**config.mk**
```make
export PLATFORM = sky130hd
export DESIGN_NAME = fifo_ring_flat
export DESIGN_NICKNAME = d
export VERILOG_FILES = /design/src/rtl/fifo_ring_if.sv /design/src/rtl/fifo_ring.sv /design/src/flat_wrapper.sv
export SDC_FILE = /design/constraint.sdc
export NUM_CORES = 1
export LEC_CHECK = 0
export CORE_MARGIN = 2
export CORE_UTILIZATION = 49
export DETAILED_ROUTE_END_ITERATION = 16
export PLACE_DENSITY = 0.74
export SYNTH_ARGS = -nofsm -noshare
export SYNTH_HDL_FRONTEND = slang
export SYNTH_SLANG_ARGS = --single-unit
```
**constraint.sdc**
```tcl
create_clock -name clk -period 2.9 [get_ports clk]
set_clock_uncertainty 0.2 [all_clocks]
set_input_delay 0.87 -clock clk [delete_from_list [all_inputs] [get_ports clk]]
set_output_delay 0.87 -clock clk [all_outputs]
set_load 0.01 [all_outputs]
```
**src/rtl/fifo_ring_if.sv**
```systemverilog
// Producer/consumer bundle for fifo_ring: request and data signals plus
// registered status outputs.
interface fifo_ring_if #(
  parameter int WIDTH = 32,
  parameter int DEPTH = 4
);
  localparam int CW = $clog2(DEPTH) + 1;

  logic             circular;
  logic             flush;
  logic             write;
  logic [WIDTH-1:0] datain;
  logic             read;
  logic             clear_flags;
  logic [WIDTH-1:0] dataout;
  logic             valid;
  logic             full;
  logic             empty;
  logic             almost_full;
  logic             almost_empty;
  logic [CW-1:0]    count;
  logic             overflow;
  logic             underflow;

  modport master (
    output circular, flush, write, datain, read, clear_flags,
    input  dataout, valid, full, empty, almost_full, almost_empty,
           count, overflow, underflow
  );

  modport slave (
    input  circular, flush, write, datain, read, clear_flags,
    output dataout, valid, full, empty, almost_full, almost_empty,
           count, overflow, underflow
  );
endinterface

```
**src/rtl/fifo_ring.sv**
```systemverilog
// Synchronous FIFO with replay (circular) mode, threshold flags, flush and
// sticky overflow/underflow flags. All outputs are registered or decoded from count.
module fifo_ring #(
  parameter int WIDTH    = 32,
  parameter int DEPTH    = 4,
  parameter int AF_LEVEL = DEPTH - 1,
  parameter int AE_LEVEL = 1
) (
  input logic         clk,
  input logic         reset,
  fifo_ring_if.slave  bus
);
  localparam int AW = $clog2(DEPTH);
  localparam int CW = AW + 1;
  localparam logic [CW-1:0] DEPTH_C = CW'(DEPTH);
  localparam logic [CW-1:0] AF_C    = CW'(AF_LEVEL);
  localparam logic [CW-1:0] AE_C    = CW'(AE_LEVEL);

  logic [WIDTH-1:0] mem [DEPTH];
  logic [AW-1:0]    rd_ptr, wr_ptr;
  logic [CW-1:0]    count_q, count_d;
  logic [WIDTH-1:0] dataout_q;
  logic             valid_q, overflow_q, underflow_q;

  logic             rd_ok, wr_ok, wr_rej, rd_rej, rotate, mem_we;
  logic [WIDTH-1:0] mem_wdata;

  always_comb begin
    rd_ok  = bus.read && (count_q != '0);
    rd_rej = bus.read && !rd_ok;
    wr_ok  = 1'b0;
    wr_rej = 1'b0;
    rotate = 1'b0;
    // In replay mode a read owns the tail slot, so a concurrent write is dropped.
    if (bus.circular && rd_ok) begin
      rotate = 1'b1;
      wr_rej = bus.write;
    end else if (bus.write) begin
      if ((count_q != DEPTH_C) || rd_ok) wr_ok  = 1'b1;
      else                               wr_rej = 1'b1;
    end

    count_d = count_q;
    if (wr_ok && !rd_ok)                 count_d = count_q + CW'(1);
    else if (rd_ok && !wr_ok && !rotate) count_d = count_q - CW'(1);

    mem_we    = wr_ok || rotate;
    mem_wdata = rotate ? mem[rd_ptr] : bus.datain;
  end

  always_ff @(posedge clk) begin
    if (!reset) begin
      rd_ptr      <= '0;
      wr_ptr      <= '0;
      count_q     <= '0;
      dataout_q   <= '0;
      valid_q     <= 1'b0;
      overflow_q  <= 1'b0;
      underflow_q <= 1'b0;
    end else if (bus.flush) begin
      rd_ptr  <= '0;
      wr_ptr  <= '0;
      count_q <= '0;
      valid_q <= 1'b0;
    end else begin
      if (rd_ok) begin
        rd_ptr    <= rd_ptr + AW'(1);
        dataout_q <= mem[rd_ptr];
      end
      if (mem_we) wr_ptr <= wr_ptr + AW'(1);
      count_q     <= count_d;
      valid_q     <= rd_ok;
      // A new error in the same cycle as clear_flags wins.
      overflow_q  <= (overflow_q  && !bus.clear_flags) || wr_rej;
      underflow_q <= (underflow_q && !bus.clear_flags) || rd_rej;
    end
  end

  // Storage is deliberately not reset.
  always_ff @(posedge clk) begin
    if (reset && !bus.flush && mem_we) mem[wr_ptr] <= mem_wdata;
  end

  assign bus.dataout      = dataout_q;
  assign bus.valid        = valid_q;
  assign bus.count        = count_q;
  assign bus.empty        = (count_q == '0);
  assign bus.full         = (count_q == DEPTH_C);
  assign bus.almost_full  = (count_q >= AF_C);
  assign bus.almost_empty = (count_q <= AE_C);
  assign bus.overflow     = overflow_q;
  assign bus.underflow    = underflow_q;
endmodule

```
**src/flat_wrapper.sv**
```systemverilog
// flat-port wrapper written by rule: the top's interface ports become plain ports
module fifo_ring_flat 
#(
  parameter int WIDTH    = 32,
  parameter int DEPTH    = 4,
  parameter int AF_LEVEL = DEPTH - 1,
  parameter int AE_LEVEL = 1
)
  (clk, reset, bus_circular, bus_flush, bus_write, bus_datain, bus_read, bus_clear_flags, bus_dataout, bus_valid, bus_full, bus_empty, bus_almost_full, bus_almost_empty, bus_count, bus_overflow, bus_underflow);
  fifo_ring_if #(.WIDTH(WIDTH), .DEPTH(DEPTH)) bus_i ();
  input logic clk;
  input logic reset;
  input wire logic [$bits(bus_i.circular)-1:0] bus_circular;
  input wire logic [$bits(bus_i.flush)-1:0] bus_flush;
  input wire logic [$bits(bus_i.write)-1:0] bus_write;
  input wire logic [$bits(bus_i.datain)-1:0] bus_datain;
  input wire logic [$bits(bus_i.read)-1:0] bus_read;
  input wire logic [$bits(bus_i.clear_flags)-1:0] bus_clear_flags;
  output wire logic [$bits(bus_i.dataout)-1:0] bus_dataout;
  output wire logic [$bits(bus_i.valid)-1:0] bus_valid;
  output wire logic [$bits(bus_i.full)-1:0] bus_full;
  output wire logic [$bits(bus_i.empty)-1:0] bus_empty;
  output wire logic [$bits(bus_i.almost_full)-1:0] bus_almost_full;
  output wire logic [$bits(bus_i.almost_empty)-1:0] bus_almost_empty;
  output wire logic [$bits(bus_i.count)-1:0] bus_count;
  output wire logic [$bits(bus_i.overflow)-1:0] bus_overflow;
  output wire logic [$bits(bus_i.underflow)-1:0] bus_underflow;
  assign bus_i.circular = bus_circular;
  assign bus_i.flush = bus_flush;
  assign bus_i.write = bus_write;
  assign bus_i.datain = bus_datain;
  assign bus_i.read = bus_read;
  assign bus_i.clear_flags = bus_clear_flags;
  assign bus_dataout = bus_i.dataout;
  assign bus_valid = bus_i.valid;
  assign bus_full = bus_i.full;
  assign bus_empty = bus_i.empty;
  assign bus_almost_full = bus_i.almost_full;
  assign bus_almost_empty = bus_i.almost_empty;
  assign bus_count = bus_i.count;
  assign bus_overflow = bus_i.overflow;
  assign bus_underflow = bus_i.underflow;
  fifo_ring #(.WIDTH(WIDTH), .DEPTH(DEPTH), .AF_LEVEL(AF_LEVEL), .AE_LEVEL(AE_LEVEL)) u_core (.clk(clk), .reset(reset), .bus(bus_i));
endmodule
```
==> reports/summary.json, run 1 <==
{
  "outcome": {"value": "finished clean"},
  "chipHeight": {"value": 123, "unit": "um"},
  "layout_min_cycle_time": {"value": 2820, "unit": "ps"},
  "initial_utilization": {"value": 50.0, "unit": "%"},
  "clk_transition_reported_paths": {"value": 60, "unit": "ps"},
  "filler_cell_count": {"value": 993},
  "cts.htree.levels": {"value": 4},
  "synthesis.instances": {"value": 428},
  "net_switching_share_of_the_total_power": {"value": 20.1, "unit": "%"},
  "peakVddDrop": {"value": 0.000405, "unit": "V"},
  "worstSkewPairLatency": {"value": 430, "unit": "ps"},
  "cp_max_fo": {"value": 5},
  "nets_final": {"value": 576},
  "core-area": {"value": 13900, "unit": "um2"},
  "cts_made_buffers": {"value": 17},
  "cts_hold_buf": {"value": 0},
  "setup-violations-final": {"value": 0},
  "netlist.area_leader.share": {"value": 55.4, "unit": "%"},
  "placed_instance_area": {"value": 8060, "unit": "um2"},
  "power_frac_seq": {"value": 49.2, "unit": "%"},
  "largest_net_degree_at_the_start_of_global_routing": {"value": 36},
  "vias_in_the_first_global_route": {"value": 4043},
  "cp-end-kind": {"value": "primary output"},
  "endpoint_of_the_lowest_slack_register_to_register_path": {"value": "u_core.mem[1][15]$_DFFE_PP_"},
  "vias": {"value": 3844},
  "place_congestion": {"value": 0.779},
  "std_cell_rows": {"value": 43},
  "hold_path.class": {"value": "flip-flop to flip-flop"},
  "antennaDiodeCount": {"value": 0},
  "finalCritPeriodShare": {"value": 97.3, "unit": "%"},
  "regToRegSetupSlack": {"value": 650, "unit": "ps"},
  "max_clock_freq": {"value": 354, "unit": "MHz"},
  "wl": {"value": 13.4, "unit": "mm"},
  "place_hpwl": {"value": 8.56, "unit": "mm"},
  "max-cap-violations": {"value": 0},
  "crit_path_start_kind": {"value": "flip-flop"},
  "crit_type": {"value": "flip-flop to primary output"},
  "global_route.overflow_total": {"value": 0},
  "detail_route.iter0.violations": {"value": 246},
  "finished_layout_cell_area": {"value": 8740, "unit": "um2"},
  "intPower": {"value": 4.39, "unit": "mW"},
  "holdWs": {"value": 255, "unit": "ps"},
  "grt_first_pass_wirelength": {"value": 20.8, "unit": "mm"},
  "final_layout_size_suffix_gt1_share": {"value": 24.2, "unit": "%"},
  "die_x": {"value": 123, "unit": "um"},
  "detail-route-antenna-nets": {"value": 0},
  "clock-root-buffer": {"value": "sky130_fd_sc_hd__clkbuf_16"},
  "syn-mean-instance-area": {"value": 16.2, "unit": "um2"},
  "drcViolationCount": {"value": 0},
  "grt_antenna_before_repair": {"value": 0},
  "synth_register_bits": {"value": 172},
  "global_route.usage.total": {"value": 18.8, "unit": "%"},
  "hold_viol_final": {"value": 0},
  "leakagePower": {"value": 2.90, "unit": "nW"},
  "yosys.area.top_type": {"value": "sky130_fd_sc_hd__edfxtp_1"},
  "drt_first_pass_iters": {"value": 5},
  "final-max-slew-violation-count": {"value": 0},
  "power.clock.fraction": {"value": 44.7, "unit": "%"},
  "worstPathArrival": {"value": 1750, "unit": "ps"},
  "max-slew-margin-rel": {"value": 74.2, "unit": "%"},
  "switching_power": {"value": 1.10, "unit": "mW"},
  "yosys-top-cells-area": {"value": "sky130_fd_sc_hd__edfxtp_1 (55%), sky130_fd_sc_hd__dfxtp_1 (13%), sky130_fd_sc_hd__mux4_2 (9.7%)"},
  "tritoncts": {"value": "built"},
  "io_pins": {"value": 81},
  "dieArea": {"value": 15100, "unit": "um2"},
  "pwr_density_cell": {"value": 629, "unit": "nW/um2"},
  "worstHoldPathCells": {"value": 2},
  "worst_hold_startpoint": {"value": "u_core.bus.dataout[3]$_SDFFE_PN0P_"},
  "detail_route.vias_per_cell": {"value": 5.33},
  "synth_sequential_area_ratio": {"value": 68.1, "unit": "%"},
  "syn-cell-area": {"value": 6940, "unit": "um2"},
  "hold_path_end": {"value": "u_core.bus.dataout[3]$_SDFFE_PN0P_"},
  "area_growth_from_synthesis_to_final_layout": {"value": 25.9, "unit": "%"},
  "cts.sinks": {"value": 172},
  "synthesis.yosys.warnings": {"value": 0},
  "worst_ep_required_time": {"value": 1830, "unit": "ps"},
  "synth_nets": {"value": 476},
  "detail_route.wl_per_cell": {"value": 18.6, "unit": "um"},
  "numPortBuffers": {"value": 80},
  "timing.reg2reg.worst_path_depth": {"value": 3},
  "worst_pin_slew": {"value": 384, "unit": "ps"},
  "synth.lib_cells_used.distinct": {"value": 39},
  "cts_max_path_buffers": {"value": 2},
  "pwr-share-comb": {"value": 6.1, "unit": "%"}
}
synthesized netlist by cell type:
| cell type | number |
|---|---|
| sky130_fd_sc_hd__edfxtp_1 | 128 |
| sky130_fd_sc_hd__nand2_1 | 68 |
| sky130_fd_sc_hd__dfxtp_1 | 44 |
| sky130_fd_sc_hd__mux2_2 | 33 |
| sky130_fd_sc_hd__mux4_2 | 30 |
| sky130_fd_sc_hd__a21boi_1 | 29 |
| sky130_fd_sc_hd__inv_1 | 10 |
| sky130_fd_sc_hd__ha_1 | 9 |
| sky130_fd_sc_hd__a21oi_1 | 8 |
| sky130_fd_sc_hd__nor2_1 | 8 |
| sky130_fd_sc_hd__clkbuf_1 | 7 |
| sky130_fd_sc_hd__nand3_1 | 6 |
| sky130_fd_sc_hd__and2_1 | 5 |
| sky130_fd_sc_hd__buf_2 | 5 |
| sky130_fd_sc_hd__a21boi_0 | 4 |
| sky130_fd_sc_hd__buf_4 | 4 |
| sky130_fd_sc_hd__buf_12 | 3 |
| sky130_fd_sc_hd__o21ai_0 | 3 |
| sky130_fd_sc_hd__a32oi_1 | 2 |
| sky130_fd_sc_hd__buf_1 | 2 |
| sky130_fd_sc_hd__mux4_1 | 2 |
| sky130_fd_sc_hd__a211o_1 | 1 |
| sky130_fd_sc_hd__a21o_1 | 1 |
| sky130_fd_sc_hd__a22o_1 | 1 |
| sky130_fd_sc_hd__buf_6 | 1 |
| sky130_fd_sc_hd__inv_2 | 1 |
| sky130_fd_sc_hd__nand2b_1 | 1 |
| sky130_fd_sc_hd__nand2b_4 | 1 |
| sky130_fd_sc_hd__nand4b_1 | 1 |
| sky130_fd_sc_hd__nor2b_1 | 1 |
| sky130_fd_sc_hd__nor3_1 | 1 |
| sky130_fd_sc_hd__nor3_4 | 1 |
| sky130_fd_sc_hd__o211ai_1 | 1 |
| sky130_fd_sc_hd__o21ai_1 | 1 |
| sky130_fd_sc_hd__o31ai_1 | 1 |
| sky130_fd_sc_hd__or3_1 | 1 |
| sky130_fd_sc_hd__or3b_1 | 1 |
| sky130_fd_sc_hd__xnor2_1 | 1 |
| sky130_fd_sc_hd__xor2_1 | 1 |
worst max-delay path by stage:
stage	from	to	slack (ps)	cells past startpoint
final	u_core.bus.count[1]$_SDFFE_PP0P_	bus_almost_empty	80	5
after global routing	u_core.bus.count[1]$_SDFFE_PP0P_	bus_almost_empty	-5	5
after CTS	u_core.bus.count[1]$_SDFFE_PP0P_	bus_full	20	5
after detailed placement	bus_circular	u_core.mem[2][25]$_DFFE_PP_	120	6
after global placement	bus_circular	u_core.mem[1][28]$_DFFE_PP_	160	6
after floorplan	reset	u_core.mem[0][0]$_DFFE_PP_	280	4
cell usage in the layout (no fill, tap or decap), drive strengths merged, types with 4 or more instances in the layout:
cell type | synthesis | routed
a21boi | 33 | 33
a21oi | 8 | 8
and2 | 5 | 5
buf | 15 | 23
bufinv | 0 | 5
clkbuf | 7 | 17
clkdlybuf4s50 | 0 | 77
clkinv | 0 | 4
clkinvlp | 0 | 4
dfxtp | 44 | 44
edfxtp | 128 | 128
ha | 9 | 9
inv | 11 | 13
mux2 | 33 | 33
mux4 | 32 | 32
nand2 | 68 | 68
nand3 | 6 | 6
nor2 | 8 | 8
o21ai | 4 | 4
logic make-up after synthesis:
kind of cell / after synthesis / share of synthesized area (%)
simple gates: 95 / 6.02
xor+xnor: 2 / 0.252
compound gates: 52 / 5.27
mux: 65 / 15.8
fa+ha+maj: 9 / 1.62
buf+inv: 33 / 2.90
flops: 172 / 68.1
cell type report:
class / count / area [um2] / share of cell area [%]
Clock buffer: 17 / 425 / 4.87
Clock inverter: 15 / 219 / 2.51
Inverter: 11 / 41.3 / 0.473
Multi-Input combinational cell: 223 / 2040 / 23.3
Sequential cell: 172 / 4730 / 54.1
Tap cell: 180 / 225 / 2.58
Timing Repair Buffer: 103 / 1060 / 12.1
power by group through the flow:
| stage | sequential (mW) | clock (mW) | combinational (mW) |
|---|---|---|---|
| after floorplan | 2.76 | 0 | 0.183 |
| after CTS | 2.70 | 2.50 | 0.340 |
| after global routing | 2.71 | 2.60 | 0.365 |
| final | 2.70 | 2.46 | 0.337 |
| after global placement | 2.75 | 0 | 0.327 |
| after detailed placement | 2.76 | 0 | 0.337 |
registers in the layout (all words and copies together), names as in the netlist, named ones only:
register / cells
u_core.bus.count: 3
u_core.bus.overflow: 1
u_core.wr_ptr: 2
u_core.bus.underflow: 1
u_core.mem: 128
u_core.rd_ptr: 2
u_core.bus.valid: 1
u_core.bus.dataout: 32
per-layer routing:
metal  GRT usage (%)  vias up  share of wire [%]
met3            4.94        4                4.1
met5               0        -                  0
met1            23.2     1935                 43
met2            32.3       88                 53
li1                -     1817                  -
met4            6.68        0               0.60
per-stage QoR:
step	setup TNS, ps	cells	power (mW)	setup slack [ps]	util (%)
6_report	0	721	5.50	78.3	62.9
5_1_grt	-5.42	721	5.67	-5.42	62.9
4_1_cts	0	719	5.54	24.9	62.8
3_5_place_dp	0	687	3.09	121	58.1
3_3_place_gp	0	687	3.08	156	58.1
2_1_floorplan	0	428	2.94	284	-
worst max-delay path, cell delays in order, from the launching register on:
cell                              delay (ps)
sky130_fd_sc_hd__dfxtp_1                 400
sky130_fd_sc_hd__inv_2                   100
sky130_fd_sc_hd__ha_1                    190
sky130_fd_sc_hd__a21oi_1                 110
sky130_fd_sc_hd__nor2_1                   60
sky130_fd_sc_hd__clkdlybuf4s50_1         470
timing repair:
item	4_1_cts	5_1_grt
setup endpoints to repair	3	2
gates resized for setup	8	1
setup buffers	0	2
pin swaps	0	0
Note: power is estimated with default switching activity, not from simulation.
==> inputs of run 2 (changes only) <==
--- a/config.mk
+++ b/config.mk
@@ -5,6 +5,7 @@
 export SDC_FILE = /design/constraint.sdc
 export NUM_CORES = 1
 export LEC_CHECK = 0
+export ABC_CLOCK_PERIOD_IN_PS = 2900
 export CORE_MARGIN = 2
 export CORE_UTILIZATION = 49
 export DETAILED_ROUTE_END_ITERATION = 16
==> results of run 2 <==
Same layout as run 1: the final DEF is identical, and so are final timing and power.
==> inputs of run 3 (changes only) <==
--- a/config.mk
+++ b/config.mk
@@ -6,6 +6,7 @@
 export NUM_CORES = 1
 export LEC_CHECK = 0
 export ABC_CLOCK_PERIOD_IN_PS = 2900
+export CAP_MARGIN = 30
 export CORE_MARGIN = 2
 export CORE_UTILIZATION = 49
 export DETAILED_ROUTE_END_ITERATION = 16
==> results of run 3 <==
Same layout as run 1: the final DEF is identical, and so are final timing and power.
==> RTL edit 1: new RTL, settings of run 1 <==
`WIDTH` is set to 32 in 3 places; all go to 24.
--- a/src/rtl/fifo_ring_if.sv
+++ b/src/rtl/fifo_ring_if.sv
@@ -1,7 +1,7 @@
 // Producer/consumer bundle for fifo_ring: request and data signals plus
 // registered status outputs.
 interface fifo_ring_if #(
-  parameter int WIDTH = 32,
+  parameter int WIDTH = 24,
   parameter int DEPTH = 4
 );
   localparam int CW = $clog2(DEPTH) + 1;
--- a/src/rtl/fifo_ring.sv
+++ b/src/rtl/fifo_ring.sv
@@ -1,7 +1,7 @@
 // Synchronous FIFO with replay (circular) mode, threshold flags, flush and
 // sticky overflow/underflow flags. All outputs are registered or decoded from count.
 module fifo_ring #(
-  parameter int WIDTH    = 32,
+  parameter int WIDTH    = 24,
   parameter int DEPTH    = 4,
   parameter int AF_LEVEL = DEPTH - 1,
   parameter int AE_LEVEL = 1
--- a/src/flat_wrapper.sv
+++ b/src/flat_wrapper.sv
@@ -1,7 +1,7 @@
 // flat-port wrapper written by rule: the top's interface ports become plain ports
 module fifo_ring_flat 
 #(
-  parameter int WIDTH    = 32,
+  parameter int WIDTH    = 24,
   parameter int DEPTH    = 4,
   parameter int AF_LEVEL = DEPTH - 1,
   parameter int AE_LEVEL = 1
Interface: changed (resized bus_datain and bus_dataout); port bits go from 81 to 65. The function was not compared with the original's and may differ.
==> RTL edit 1 against run 1 <==
  * Sequential cell count shrank 40
  * Synthesized area shrank 24%
  * Synthesized cell count shrank 32%
  * Setup slack gained 0.064 ns
  * Power shrank 16%
  * Cell area shrank 23%
  * Routed wire length shrank 29%
  * Critical endpoint is now bus_empty
  * Largest cell class unchanged
==> RTL edit 1: results (changes against run 1) <==
| Metric | Value |
|---|---|
| Share of post-route cells with drive strength above 1 | 26.29% (+2.1 points) |
| First-pass GRT wire length | 15.35 mm (-26%) |
| Cells after Synth | 291 (-32%) |
| Antenna diodes | 0 (unchanged) |
| Antenna violations before repair | 0 (unchanged) |
| Clock buffer depth | 2 (unchanged) |
| Post-CTS Setup Bufs | 0 (unchanged) |
| Clk root buf | clkbuf_8 |
| Top cells by instance count after synthesis | edfxtp_1 (96), dfxtp_1 (36), a22o_1 (24), mux2_2 (24), mux4_2 (22) |
| Clk network pwr share | 48.5% (+3.8 points) |
| Share of flip-flops with an asynchronous set or reset | 0% (unchanged) |
| Drt initial violations | 184 (-25%) |
| Number of synthesized flops with an enable pin | 96 (-25%) |
| Most flop-heavy register | u_core.mem |
| Max reg flops | 96 (-25%) |
| Worst-case vdd ir drop | 0.4714 mV (+16%) |
| Outcome | complete, no violations |
| CTS buffer count | 17 (unchanged) |
| Clock-pin slew on the worst setup and hold paths | 0.06 ns (about the same) |
| Via/cell ratio | 5.370 (+0.73%) |
| Max transition margin | 54.86% (-19 points) |
| Sequential area share after synthesis | 68.34% (+0.26 points) |
| Later-pin clock latency in the skew report | 0.52 ns (+0.09 ns) |
| Hold crit path type | reg -> reg |
| Final wirelength | 9.568 mm (-29%) |
| Adder-cell share of the synthesized area | 2.136% (+0.51 points) |
| Mux contribution to synthesized area | 15.90% (+0.050 points) |
| GR Util All Layers | 18.09% (-0.75 points) |
| Psw | 0.0009204 W (-17%) |
| Post-synth cell types | 39 (unchanged) |
| Yosys warnings | 0 (unchanged) |
| WP data arrival | 1.69 ns (-0.06 ns) |
| Max FO, Critical Path | 7 (+2) |
| H-tree depth | 4 (unchanged) |
| Total placed instance area | 6118 sq um (-24%) |
| Vias in the first global route | 2962 (-27%) |
| Sequential cell fraction of total power | 45.1% (-4.1 points) |
| Port Buffers | 64 (-20%) |
| Top FF cell, synth | edfxtp_1 |
| Dpl cells | 492 (-28%) |
| WL/cell | 18.26 microns (-1.8%) |
| PostCTS Resize Cnt | 9 (+1) |
| Max cap viols | 0 (unchanged) |
| DP HPWL | 6.018 mm (-30%) |
| P_leak | 2.332 nW (-20%) |
| Synth Area in Compound Gates | 6.265% (+1.0 points) |
| Post-Syn Nets | 331 (-30%) |
| Largest net degree at the start of global routing | 26 (-28%) |
| Post-Synth XOR/XNOR Area | 0.4983% (+0.25 points) |
| Synth top area cells | edfxtp_1 (55%), dfxtp_1 (14%), mux4_2 (9.4%) |
| First-pass DRT Iterations | 4 (-1) |
| Fin nets | 415 (-28%) |
| GPL Wtd Cong | 0.7892 (+1.4%) |
## RTL edit 1: per-stage QoR
stage | power, W | setup WS, ns | TNS (ns)
3_3_place_gp | 0.002413 | 0.01446 | 0
3_5_place_dp | 0.002423 | -0.02482 | -0.6057
5_1_grt | 0.004769 | 0.05303 | 0
6_report | 0.004621 | 0.1420 | 0
2_1_floorplan | 0.002297 | 0.1780 | 0
4_1_cts | 0.004674 | 0.1061 | 0
## RTL edit 1: final timing paths
path                                             from                             endpoint  slack [ns]  cells after the start
hold reg to reg   u_core.bus.dataout[22]$_SDFFE_PN0P_  u_core.bus.dataout[22]$_SDFFE_PN0P_        0.28                      1
hold / removal    u_core.bus.dataout[22]$_SDFFE_PN0P_  u_core.bus.dataout[22]$_SDFFE_PN0P_        0.28                      1
setup / recovery     u_core.bus.count[0]$_SDFFE_PP0P_                            bus_empty        0.14                      5
setup reg to reg     u_core.bus.count[0]$_SDFFE_PP0P_           u_core.mem[3][3]$_DFFE_PP_        0.66                      7
## RTL edit 1: area by class of cell
class	instances	area (sq um)
Tap cell	136	170.2
Timing Repair Buffer	80	805.8
Multi-Input combinational cell	136	1515
Inverter	8	30.03
Clock inverter	14	209.0
Fill cell	747	3616
Sequential cell	132	3606
Clock buffer	18	417.9
## RTL edit 1: worst max-delay path, stage by stage, from the launching register on
cell,delay (ns)
dfxtp_1,0.39
inv_2,0.10
ha_4,0.19
nand2b_4,0.13
inv_1,0.07
dlygate4sd2_1,0.29
## RTL edit 1: routing by layer
layer,vias to the layer above,global-route usage [%],part of all wire [%]
li1,1323,-,-
met1,1411,22.13,44
met2,68,29.56,51
met3,12,5.206,3.9
met4,0,8.700,1.5
met5,-,0,0
==> RTL edit 2: new RTL, config.mk and constraints of run 1 <==
Without the edit above. Make the reset (`reset`) asynchronous in one clocked block.
--- a/src/rtl/fifo_ring.sv
+++ b/src/rtl/fifo_ring.sv
@@ -48,7 +48,7 @@
     mem_wdata = rotate ? mem[rd_ptr] : bus.datain;
   end
 
-  always_ff @(posedge clk) begin
+  always_ff @(posedge clk or negedge reset) begin
     if (!reset) begin
       rd_ptr      <= '0;
       wr_ptr      <= '0;
Function: differs if reset is asserted again (counterexample within 4 cycles, from zero or initial values and one cycle with reset low); with reset held inactive, the same outputs for 4 cycles.
==> RTL edit 2 against run 1 <==
  * Routed wire length is 3.7% lower
  * First-iteration DRC count is 23% lower
  * Global-route usage is 0.33 points lower
  * Critical endpoint is now bus_almost_full
  * Setup slack worse by 0.063 ns
  * Sequential cell count is 2 lower
  * Worst hold slack better by 0.050 ns
  * Synthesized area is 0.69% higher
  * Core utilization is 0.92 points higher
  * Cell area is 1.5% higher
Power is not compared: it rests on default switching activity, and its combinational part moved more than twofold at a synthesized area within 25%.
==> RTL edit 2: results (changes against run 1) <==
| Metric | Value |
|---|---|
| Post-Syn Nets | 408 (-14%) |
| Via/cell ratio | 5.526 (+3.6%) |
| Max FO, Critical Path | 4 (-1) |
| Synth top area cells | edfxtp_1 (55%), dfrtp_1 (15%), mux2_2 (10%) |
| GR Util All Layers | 18.51% (-0.33 points) |
| GPL Wtd Cong | 0.8455 (+8.6%) |
| WL met1 | 5.707 mm (-0.33%) |
| Synth Area in Compound Gates | 1.701% (-3.6 points) |
| Drt initial violations | 190 (-23%) |
| GR Util met2 | 29.46% (-2.8 points) |
| Mux contribution to synthesized area | 21.29% (+5.4 points) |
| Post-Synth XOR/XNOR Area | 0.3761% (+0.12 points) |
| Met1 Usage GRT | 25.30% (+2.1 points) |
| Post-route cell area | 8865 sq um (+1.5%) |
| Hold EP | u_core.bus.dataout[19]$_DFFE_PN0P_ |
| Dpl cells | 630 (-8.3%) |
| Fin nets | 521 (-9.5%) |
| Top cells by instance count after synthesis | edfxtp_1 (128), mux2_2 (65), dfrtp_1 (42) |
| Comb power frac | 31.3% |
| R2r setup slk | 0.58 ns (-0.07 ns) |
| Filler cell count | 983 (-1.0%) |
| Hold crit path type | reg -> reg |
| First-pass GRT wire length | 20.70 mm (-0.60%) |
| Share of post-route cells with drive strength above 1 | 33.95% (+9.7 points) |
| Max transition margin | 59.45% (-15 points) |
| Total placed instance area | 8245 sq um (+2.3%) |
| DP HPWL | 8.337 mm (-2.6%) |
| Sequential area share after synthesis | 70.06% (+2.0 points) |
| Largest net degree at the start of global routing | 43 (+19%) |
| Met3 Wirelength | 599 microns (+9.5%) |
| Met3 Use GR | 3.782% (-1.2 points) |
| Adder-cell share of the synthesized area | 1.612% (-0.011 points) |
| Syn Area/Cell | 19.41 sq um (+20%) |
| Outcome | complete, no violations |
| Pre-CTS WS | 0.04424 ns (-0.07638 ns) |
| Hold path depth | 1 (-1) |
| Hold Slack | 0.3046 ns (+0.04999 ns) |
| Vias in the first global route | 3798 (-6.1%) |
| Reg2Reg Capture Point | u_core.mem[0][22]$_DFFE_PP_ |
| Post-synth cell types | 34 (-13%) |
| Via count | 3680 (-4.3%) |
==> RTL edit 2: cell types whose count changed after synthesis, moves of 4 or more <==
cell	before	now
a21boi_0	4	0
a21boi_1	29	0
clkbuf_1	7	2
dfrtp_1	0	42
dfxtp_1	44	0
mux2_2	33	65
nand2_1	68	4
==> RTL edit 2: worst max path at each step <==
stage	start	to	slack, ns	cells after the start
floorplan	bus_read	u_core.mem[0][0]$_DFFE_PP_	0.24	5
global placement	bus_read	u_core.mem[2][5]$_DFFE_PP_	0.07	6
detailed placement	bus_read	u_core.mem[1][12]$_DFFE_PP_	0.04	6
CTS	u_core.bus.count[1]$_DFFE_PN0P_	bus_full	0.001	5
global route	u_core.bus.count[0]$_DFFE_PN0P_	bus_almost_full	-0.07	6
finish	u_core.bus.count[0]$_DFFE_PN0P_	bus_almost_full	0.02	6
==> RTL edit 2: cell type report <==
| cell class | instances | share of cell area, % |
|---|---|---|
| Sequential cell | 170 | 55.24 |
| Multi-Input combinational cell | 163 | 22.09 |
| Timing Repair Buffer | 112 | 13.15 |
| Clock buffer | 24 | 5.208 |
| Tap cell | 180 | 2.541 |
| Clock inverter | 8 | 1.383 |
| Inverter | 9 | 0.3811 |
==> RTL edit 2: critical path, stage by stage, from the launching register on <==
cell	delay, ns
dfrtp_1	0.39
buf_4	0.16
ha_1	0.21
ha_1	0.20
nor2_1	0.13
o21ai_0	0.14
clkbuf_2	0.16
==> RTL edit 2: timing repair <==
action                                  4_1_cts  5_1_grt
hold buffers                                  0        0
gates resized for setup                       6        3
buffers inserted                              0        4
endpoints found under the setup margin        4        2
